===== src/rtl/uart_pkg.sv =====
// Shared UART constants and FSM state encodings (used by uart_tx and uart_rx).
// The PARITY state exists only when UART_TX_PARITY_EN is defined.
package uart_pkg;

  localparam int OVERSAMPLE  = 16;
  localparam int DBIT_DEF    = 8;
  localparam int SB_TICK_DEF = 16;

  typedef enum logic [2:0] {
    ST_IDLE   = 3'd0,
    ST_START  = 3'd1,
    ST_DATA   = 3'd2,
`ifdef UART_TX_PARITY_EN
    ST_PARITY = 3'd3,
`endif
    ST_STOP   = 3'd4
  } uart_state_t;

endpackage


===== src/rtl/uart_tx.sv =====
// UART transmitter, 16x oversampled, LSB first, configurable data/stop length.
// Define UART_TX_PARITY_EN to insert an even-parity bit between data and stop.
module uart_tx
  import uart_pkg::*;
#(
  parameter int DBIT    = DBIT_DEF,
  parameter int SB_TICK = SB_TICK_DEF
) (
  input  logic       clk,
  input  logic       reset,
  input  logic       s_tick,
  input  logic       tx_start,
  input  logic [7:0] din,
  output logic       tx,
  output logic       tx_busy,
  output logic       tx_done_tick
);

  localparam logic [3:0] TICK_LAST = 4'(OVERSAMPLE - 1);
  localparam logic [4:0] STOP_LAST = 5'(SB_TICK - 1);
  localparam logic [2:0] BIT_LAST  = 3'(DBIT - 1);

  uart_state_t     r_state, w_state_n;
  logic [4:0]      r_tick, w_tick_n;
  logic [2:0]      r_bit, w_bit_n;
  logic [DBIT-1:0] r_sreg, w_sreg_n;
  logic            r_tx, w_tx_n;
  logic            w_done;
  logic            w_bit_end;
`ifdef UART_TX_PARITY_EN
  logic            r_par, w_par_n;
`endif

  assign w_bit_end = s_tick && (r_tick[3:0] == TICK_LAST);

  always_ff @(posedge clk) begin
    if (reset) begin
      r_state <= ST_IDLE;
      r_tick  <= '0;
      r_bit   <= '0;
      r_sreg  <= '0;
      r_tx    <= 1'b1;
    end else begin
      r_state <= w_state_n;
      r_tick  <= w_tick_n;
      r_bit   <= w_bit_n;
      r_sreg  <= w_sreg_n;
      r_tx    <= w_tx_n;
    end
  end

`ifdef UART_TX_PARITY_EN
  always_ff @(posedge clk) begin
    if (reset) r_par <= 1'b0;
    else       r_par <= w_par_n;
  end
`endif

  always_comb begin
    w_state_n = r_state;
    w_tick_n  = r_tick;
    w_bit_n   = r_bit;
    w_sreg_n  = r_sreg;
    w_done    = 1'b0;
`ifdef UART_TX_PARITY_EN
    w_par_n   = r_par;
`endif
    if (s_tick && (r_state != ST_IDLE))
      w_tick_n = r_tick + 5'd1;
    unique case (r_state)
      ST_IDLE: begin
        if (tx_start) begin
          w_state_n = ST_START;
          w_tick_n  = '0;
          w_bit_n   = '0;
          w_sreg_n  = din[DBIT-1:0];
`ifdef UART_TX_PARITY_EN
          w_par_n   = ^din[DBIT-1:0];
`endif
        end
      end
      ST_START: begin
        if (w_bit_end) begin
          w_tick_n  = '0;
          w_state_n = ST_DATA;
        end
      end
      ST_DATA: begin
        if (w_bit_end) begin
          w_tick_n = '0;
          w_sreg_n = r_sreg >> 1;
          w_bit_n  = r_bit + 3'd1;
          if (r_bit == BIT_LAST) begin
`ifdef UART_TX_PARITY_EN
            w_state_n = ST_PARITY;
`else
            w_state_n = ST_STOP;
`endif
          end
        end
      end
`ifdef UART_TX_PARITY_EN
      ST_PARITY: begin
        if (w_bit_end) begin
          w_tick_n  = '0;
          w_state_n = ST_STOP;
        end
      end
`endif
      ST_STOP: begin
        // stop length may exceed one bit, so compare all 5 counter bits
        if (s_tick && (r_tick == STOP_LAST)) begin
          w_tick_n  = '0;
          w_state_n = ST_IDLE;
          w_done    = 1'b1;
        end
      end
      default: w_state_n = ST_IDLE;
    endcase
  end

  // line level follows the state being entered so tx stays registered
  always_comb begin
    w_tx_n = 1'b1;
    unique case (w_state_n)
      ST_START:  w_tx_n = 1'b0;
      ST_DATA:   w_tx_n = w_sreg_n[0];
`ifdef UART_TX_PARITY_EN
      ST_PARITY: w_tx_n = w_par_n;
`endif
      default:   w_tx_n = 1'b1;
    endcase
  end

  assign tx           = r_tx;
  assign tx_busy      = (r_state != ST_IDLE);
  assign tx_done_tick = w_done & ~reset;

endmodule

===== config.mk =====
export PLATFORM = sky130hd
export DESIGN_NAME = uart_tx
export DESIGN_NICKNAME = d
export VERILOG_FILES = /design/src/rtl/uart_pkg.sv /design/src/rtl/uart_tx.sv
export SDC_FILE = /design/constraint.sdc
export NUM_CORES = 1
export LEC_CHECK = 0
export BUFFER_PORTS_ARGS = -buffer_cell sky130_fd_sc_hd__clkbuf_2
export CAP_MARGIN = 15
export CORE_UTILIZATION = 35
export CTS_CLUSTER_SIZE = 24
export DETAILED_ROUTE_END_ITERATION = 8
export PLACE_DENSITY = 0.63
export REMOVE_ABC_BUFFERS = 1
export SLEW_MARGIN = 20
export SYNTH_ARGS = -nofsm -noshare
export SYNTH_HDL_FRONTEND = slang
export SYNTH_SLANG_ARGS = --single-unit

===== constraint.sdc =====
create_clock -name clk -period 2.5 [get_ports clk]
set_input_delay 0.375 -clock clk [delete_from_list [all_inputs] [get_ports clk]]
set_output_delay 0.375 -clock clk [all_outputs]
set_load 0.01 [all_outputs]

==> impl_metrics.json, run 1 <==
{
  "powerDensity_nw_per_um2": 547,
  "clock_skew_ns": 0.00277,
  "instances_no_fill": 154,
  "syn_area_um2": 973,
  "yosys_warnings": 0,
  "fin_nets": 141,
  "p_comb_share_pct": 10.3,
  "slowest_stage": "dfxtp_1",
  "synth-seq-area-share_pct": 41.1,
  "ios": 15,
  "place_inst": 150,
  "worst_pin_slew_ns": 0.520,
  "vias": 800,
  "drc": 0,
  "wirelength_mm": 1.76,
  "p_sw_w": 0.000144,
  "cts.sinks": 20,
  "wire_per_inst_um": 11.4,
  "critical_path_arrival_ns": 1.82,
  "drv_slew": 0,
  "hold_buffers": 0,
  "synthCells": 114,
  "p_leak_nw": 0.430,
  "initial_core_util_pct": 38.2,
  "design.core.area_um2": 2540,
  "slowest_delay_ns": 0.39,
  "rsz0062_at_grt": "false",
  "rr_startpoint": "r_state[1]",
  "vias_per_cell": 5.19,
  "drt_iter0_markers": 14,
  "period_minus_slack_ns": 2.19,
  "setup_viol": 0,
  "sw_frac_of_total_pct": 24.4,
  "diodes": 0,
  "tns_ns": 0,
  "slew_headroom_pct": 65.3,
  "hold_violations": 0,
  "grt_pass1_wl_mm": 2.99,
  "p_int_w": 0.000446,
  "clock_latency_ns": 0.30,
  "numCtsBuffers": 3,
  "final_cell_area_um2": 1080,
  "die_y_um": 54.7,
  "fmax_mhz": 456,
  "synthFlopType": "dfxtp_1",
  "gr-total-overflow": 0,
  "cts_root_buf": "clkbuf_4",
  "avgSynthCellArea_um2": 8.54,
  "synth_edf_count": 0,
  "critPathKind": "register to output pin",
  "required_ns": 2.12,
  "first_pass_iters": 4,
  "grt_max_degree": 19,
  "ys_types": 35,
  "crit_fanout": 4,
  "grt_usage_pct": 14.0,
  "drive_gt1_share_pct": 17.7,
  "final_common_cell": "dfxtp_1",
  "fin_ws_ns": 0.306,
  "clkTransAtPathRegs_ns": 0.12,
  "dieArea_um2": 3000,
  "async_reset_ff_share_pct": 0,
  "worstHoldStart": "din[7]",
  "dp_hpwl_mm": 1.30,
  "h-tree-depth": 1,
  "fp.dieW_um": 54.7,
  "cts_buffer_depth": 2,
  "crit_path_cell_trace": "ha_1 > and3_1 > ha_1 > nor4bb_1 > and3b_1 > clkbuf_2",
  "port_buffers": 14,
  "postCtsSetupRepairBufs": 0,
  "status": "finished clean",
  "drv_cap": 0,
  "syn2layout_area_growth_pct": 10.7,
  "place_ws_ns": 0.646,
  "antenna_found_initial": 0,
  "vdd_drop_max_mv": 0.370,
  "place.gp.congestion": 0.711,
  "hold_path_class": "input port to register",
  "p_seq_share_pct": 57.3,
  "post_dp_cell_area_um2": 1040,
  "start_kind": "register",
  "cp-end-kind": "output pin",
  "finalPower_w": 0.000590,
  "synth-seq-cells": 20,
  "layout_common_cells": "20 x dfxtp_1, 16 x nand2_1, 14 x clkbuf_2",
  "final.period_utilization_pct": 87.8,
  "post_cts_resized": 0,
  "drtAntennaViolNets": 0,
  "cts_tree": "done",
  "rows": 18,
  "grt_pass1_vias": 733,
  "crit_start": "r_tick[0]",
  "fillCellCount": 263,
  "power_frac_clock_pct": 32.4,
  "cp_common_cell": "ha_1"
}
flip-flops by register name, summed over array words and instances (netlist names):
name / flops
r_bit: 3
r_sreg: 8
r_state: 3
r_tick: 5
tx: 1
stage by stage:
step | util, % | hold slack, ns
finish | 42.3 | 0.327
CTS | 42.3 | 0.322
global route | 42.3 | 0.340
detailed placement | 40.9 | 0.446
floorplan | - | 0.426
global placement | 40.9 | 0.449
power groups by stage:
stage	registers [W]	logic (W)	clock network, W
final	0.000338	0.0000610	0.000191
after global routing	0.000340	0.0000690	0.000211
after CTS	0.000338	0.0000611	0.000196
after detailed placement	0.000345	0.0000611	0
after global placement	0.000345	0.0000603	0
after floorplan	0.000344	0.0000359	0
metal layers:
layer	global-route usage (%)	vias to the layer above	wire, µm
li1	-	416	-
met1	16.0	364	886
met2	24.9	20	780
met3	5.56	0	95
met4	1.28	0	0
met5	0	-	0
worst paths after layout:
check	end	slack, ns	depth (start not counted)
max reg2reg	tx	0.69	5
max	tx_done_tick	0.31	6
min	r_sreg[7]	0.33	3
min reg2reg	r_sreg[1]	0.46	2
layout make-up:
class | count | area, µm² | share of cell area (%)
Tap cell | 30 | 37.5 | 3.48
Sequential cell | 20 | 400 | 37.2
Clock buffer | 4 | 36.3 | 3.37
Inverter | 2 | 7.51 | 0.697
Timing Repair Buffer | 15 | 77.6 | 7.20
Multi-Input combinational cell | 83 | 518 | 48.1
cell usage after synthesis, drive strengths merged, types with 2 or more instances:
cell    instances  area share (%)
and3            2             1.3
nor2b           3             1.9
ha              4             5.1
xor2            2             1.8
dfxtp          20              41
a21oi          14             7.6
clkbuf          5             1.9
and2            2             1.3
o21ai           3             1.5
a22oi           7             5.4
buf             4             3.0
nand2          16             6.2
inv             2            0.77
nor2           13             5.0
critical path: cells and delay by family, from the launching register on:
kind | cells | cell delay (ns)
fa+ha+maj | 2 | 0.37
buf+inv | 1 | 0.13
flops | 1 | 0.39
simple gates | 3 | 0.64
logic make-up (layout without fill, tap and decap cells):
kind of cell	count (synthesis)	in the layout	synth area share, %
AOI/OAI and AO/OA	29	29	18.8
xor gates and xnor gates	3	3	2.70
adders and majority gates	4	4	5.14
buffers and inverters	11	21	5.66
DFF	20	20	41.1
muxes	1	1	1.03
and+or+nand+nor	46	46	25.6
Note: power is estimated with default switching activity, not from simulation.
==> run 2, diff against run 1 <==
- MAX_ROUTING_LAYER: default -> met4
- REMOVE_ABC_BUFFERS: 1 -> default
==> run 2 against run 1 <==
  * Hold slack better by 0.0013 ns
  * Final cell count unchanged
  * Utilization unchanged
  * Sequential cell count unchanged
  * Maximum frequency decreased by 2.1%
  * Global-route usage increased by 1.2 points
  * Critical path type unchanged
  * Via count rose by 2.0%
  * Final area is the same
  * Highest routed layer is now met4
  * Sequential power about the same
  * Clock power down 5%
  * Clock skew hardly changed
==> impl_metrics.json, run 2 (synthesized netlist as in run 1, its figures left out) <==
{
  "drv_slew": 0,
  "vias_per_cell": 5.30,
  "cts_buffer_depth": 2,
  "rows": 18,
  "layout_common_cells": "20 x dfxtp_1, 16 x nand2_1, 14 x clkbuf_2",
  "h-tree-depth": 1,
  "crit_path_cell_trace": "ha_1 > and3_1 > ha_1 > nor4bb_1 > and3b_1 > clkbuf_2",
  "cts_root_buf": "clkbuf_4",
  "start_kind": "register",
  "grt_usage_pct": 15.1,
  "vias": 816,
  "hold_path_class": "input port to register",
  "dieArea_um2": 3000,
  "hold_buffers": 0,
  "antenna_found_initial": 0,
  "rr_worst_depth": 8,
  "syn2layout_area_growth_pct": 10.7,
  "dp_hpwl_mm": 1.34,
  "design.core.area_um2": 2540,
  "initial_core_util_pct": 38.2,
  "wire_per_inst_um": 12.0,
  "crit_path_end": "tx_done_tick",
  "drt_iter0_markers": 10,
  "crit_cells": 6,
  "final_cell_area_um2": 1080,
  "wirelength_mm": 1.84,
  "r2r-end": "r_tick[2]",
  "tns_ns": 0,
  "final_util_pct": 42.3,
  "critical_path_arrival_ns": 1.87,
  "fmax_mhz": 446,
  "powerDensity_nw_per_um2": 540,
  "reg_top3": "r_sreg: 8 flops, r_tick: 5 flops",
  "largest_register_ffs": 8,
  "final.period_utilization_pct": 89.7,
  "critPathKind": "register to output pin",
  "worst-path-buf-inv": 1,
  "diodes": 0,
  "numCtsBuffers": 3,
  "cts.sinks": 20,
  "grt_pass1_vias": 771,
  "slowest_stage": "dfxtp_1",
  "vdd_drop_max_mv": 0.347,
  "post_dp_cell_area_um2": 1040,
  "fin_nets": 141,
  "slew_headroom_pct": 63.0,
  "hold_violations": 0,
  "rrSetupSlack_ns": 0.60,
  "first_pass_iters": 4,
  "slowest_delay_ns": 0.39,
  "drv_cap": 0,
  "drive_gt1_share_pct": 17.7,
  "clock_skew_ns": 0.00242,
  "synth_fp_nets": 130,
  "crit_start": "r_tick[0]",
  "worst_pin_slew_ns": 0.555,
  "ios": 15,
  "postCtsSetupRepairBufs": 0,
  "cp_common_cell": "ha_1",
  "crit_fanout": 4,
  "port_buffers": 14,
  "path_delay_family": "simple AND/OR/NAND/NOR gates",
  "final_common_cell": "dfxtp_1",
  "place.gp.congestion": 0.708,
  "cts_tree": "done",
  "die_y_um": 54.7,
  "clock_latency_ns": 0.29,
  "setup_viol": 0,
  "cp-end-kind": "output pin",
  "period_minus_slack_ns": 2.24,
  "required_ns": 2.12,
  "largest_register": "r_sreg",
  "status": "finished clean",
  "grt_pass1_wl_mm": 3.13,
  "drtAntennaViolNets": 0,
  "drc": 0,
  "grt_max_degree": 19,
  "gr-total-overflow": 0,
  "fp.dieW_um": 54.7,
  "whs_ns": 0.328,
  "rr_startpoint": "r_tick[0]",
  "fillCellCount": 266,
  "rsz0062_at_grt": "false",
  "p_leak_nw": 0.430,
  "post_cts_resized": 0,
  "clkTransAtPathRegs_ns": 0.11
}
## run 2: how the worst min path moves through the flow
| stage | from | endpoint | slack, ns | depth (start not counted) |
|---|---|---|---|---|
| floorplan | r_sreg[1] | r_sreg[1] | 0.43 | 2 |
| global placement | r_sreg[4] | r_sreg[4] | 0.45 | 2 |
| detailed placement | r_sreg[1] | r_sreg[1] | 0.45 | 2 |
| CTS | din[7] | r_sreg[7] | 0.32 | 3 |
| global route | din[7] | r_sreg[7] | 0.32 | 3 |
| finish | din[7] | r_sreg[7] | 0.33 | 3 |
## run 2: cell type report
type | count | area (µm²) | area share [%]
Multi-Input combinational cell | 83 | 518 | 48.1
Timing Repair Buffer | 15 | 77.6 | 7.20
Tap cell | 30 | 37.5 | 3.48
Sequential cell | 20 | 400 | 37.2
Clock buffer | 4 | 36.3 | 3.37
Inverter | 2 | 7.51 | 0.697
## run 2: per-layer routing
metal	up-vias	routed length [µm]	track usage, %
li1	422	-	-
met1	376	882	16.4
met2	16	878	26.9
met3	2	73	5.83
met4	0	9	1.28
met5	-	0	-
## run 2: stage by stage
stage | worst slack (ns) | total power [W] | cells
after floorplan | 0.844 | 0.000386 | 114
after global placement | 0.719 | 0.000405 | 150
after detailed placement | 0.562 | 0.000407 | 150
after CTS | 0.220 | 0.000593 | 154
after global routing | 0.122 | 0.000618 | 154
final | 0.258 | 0.000581 | 154
## run 2: report_power, final
group           total, W  internal (W)  leakage (nW)  switching [W]
sequential      0.000338      0.000329         0.163     0.00000836
clock           0.000182     0.0000887        0.0210      0.0000930
combinational  0.0000617     0.0000278         0.246      0.0000339
## run 2: tightest hold or removal path: stages
cell and delay [ns]:
clkbuf_2 0.07, a22oi_1 0.07, nor2_1 0.08
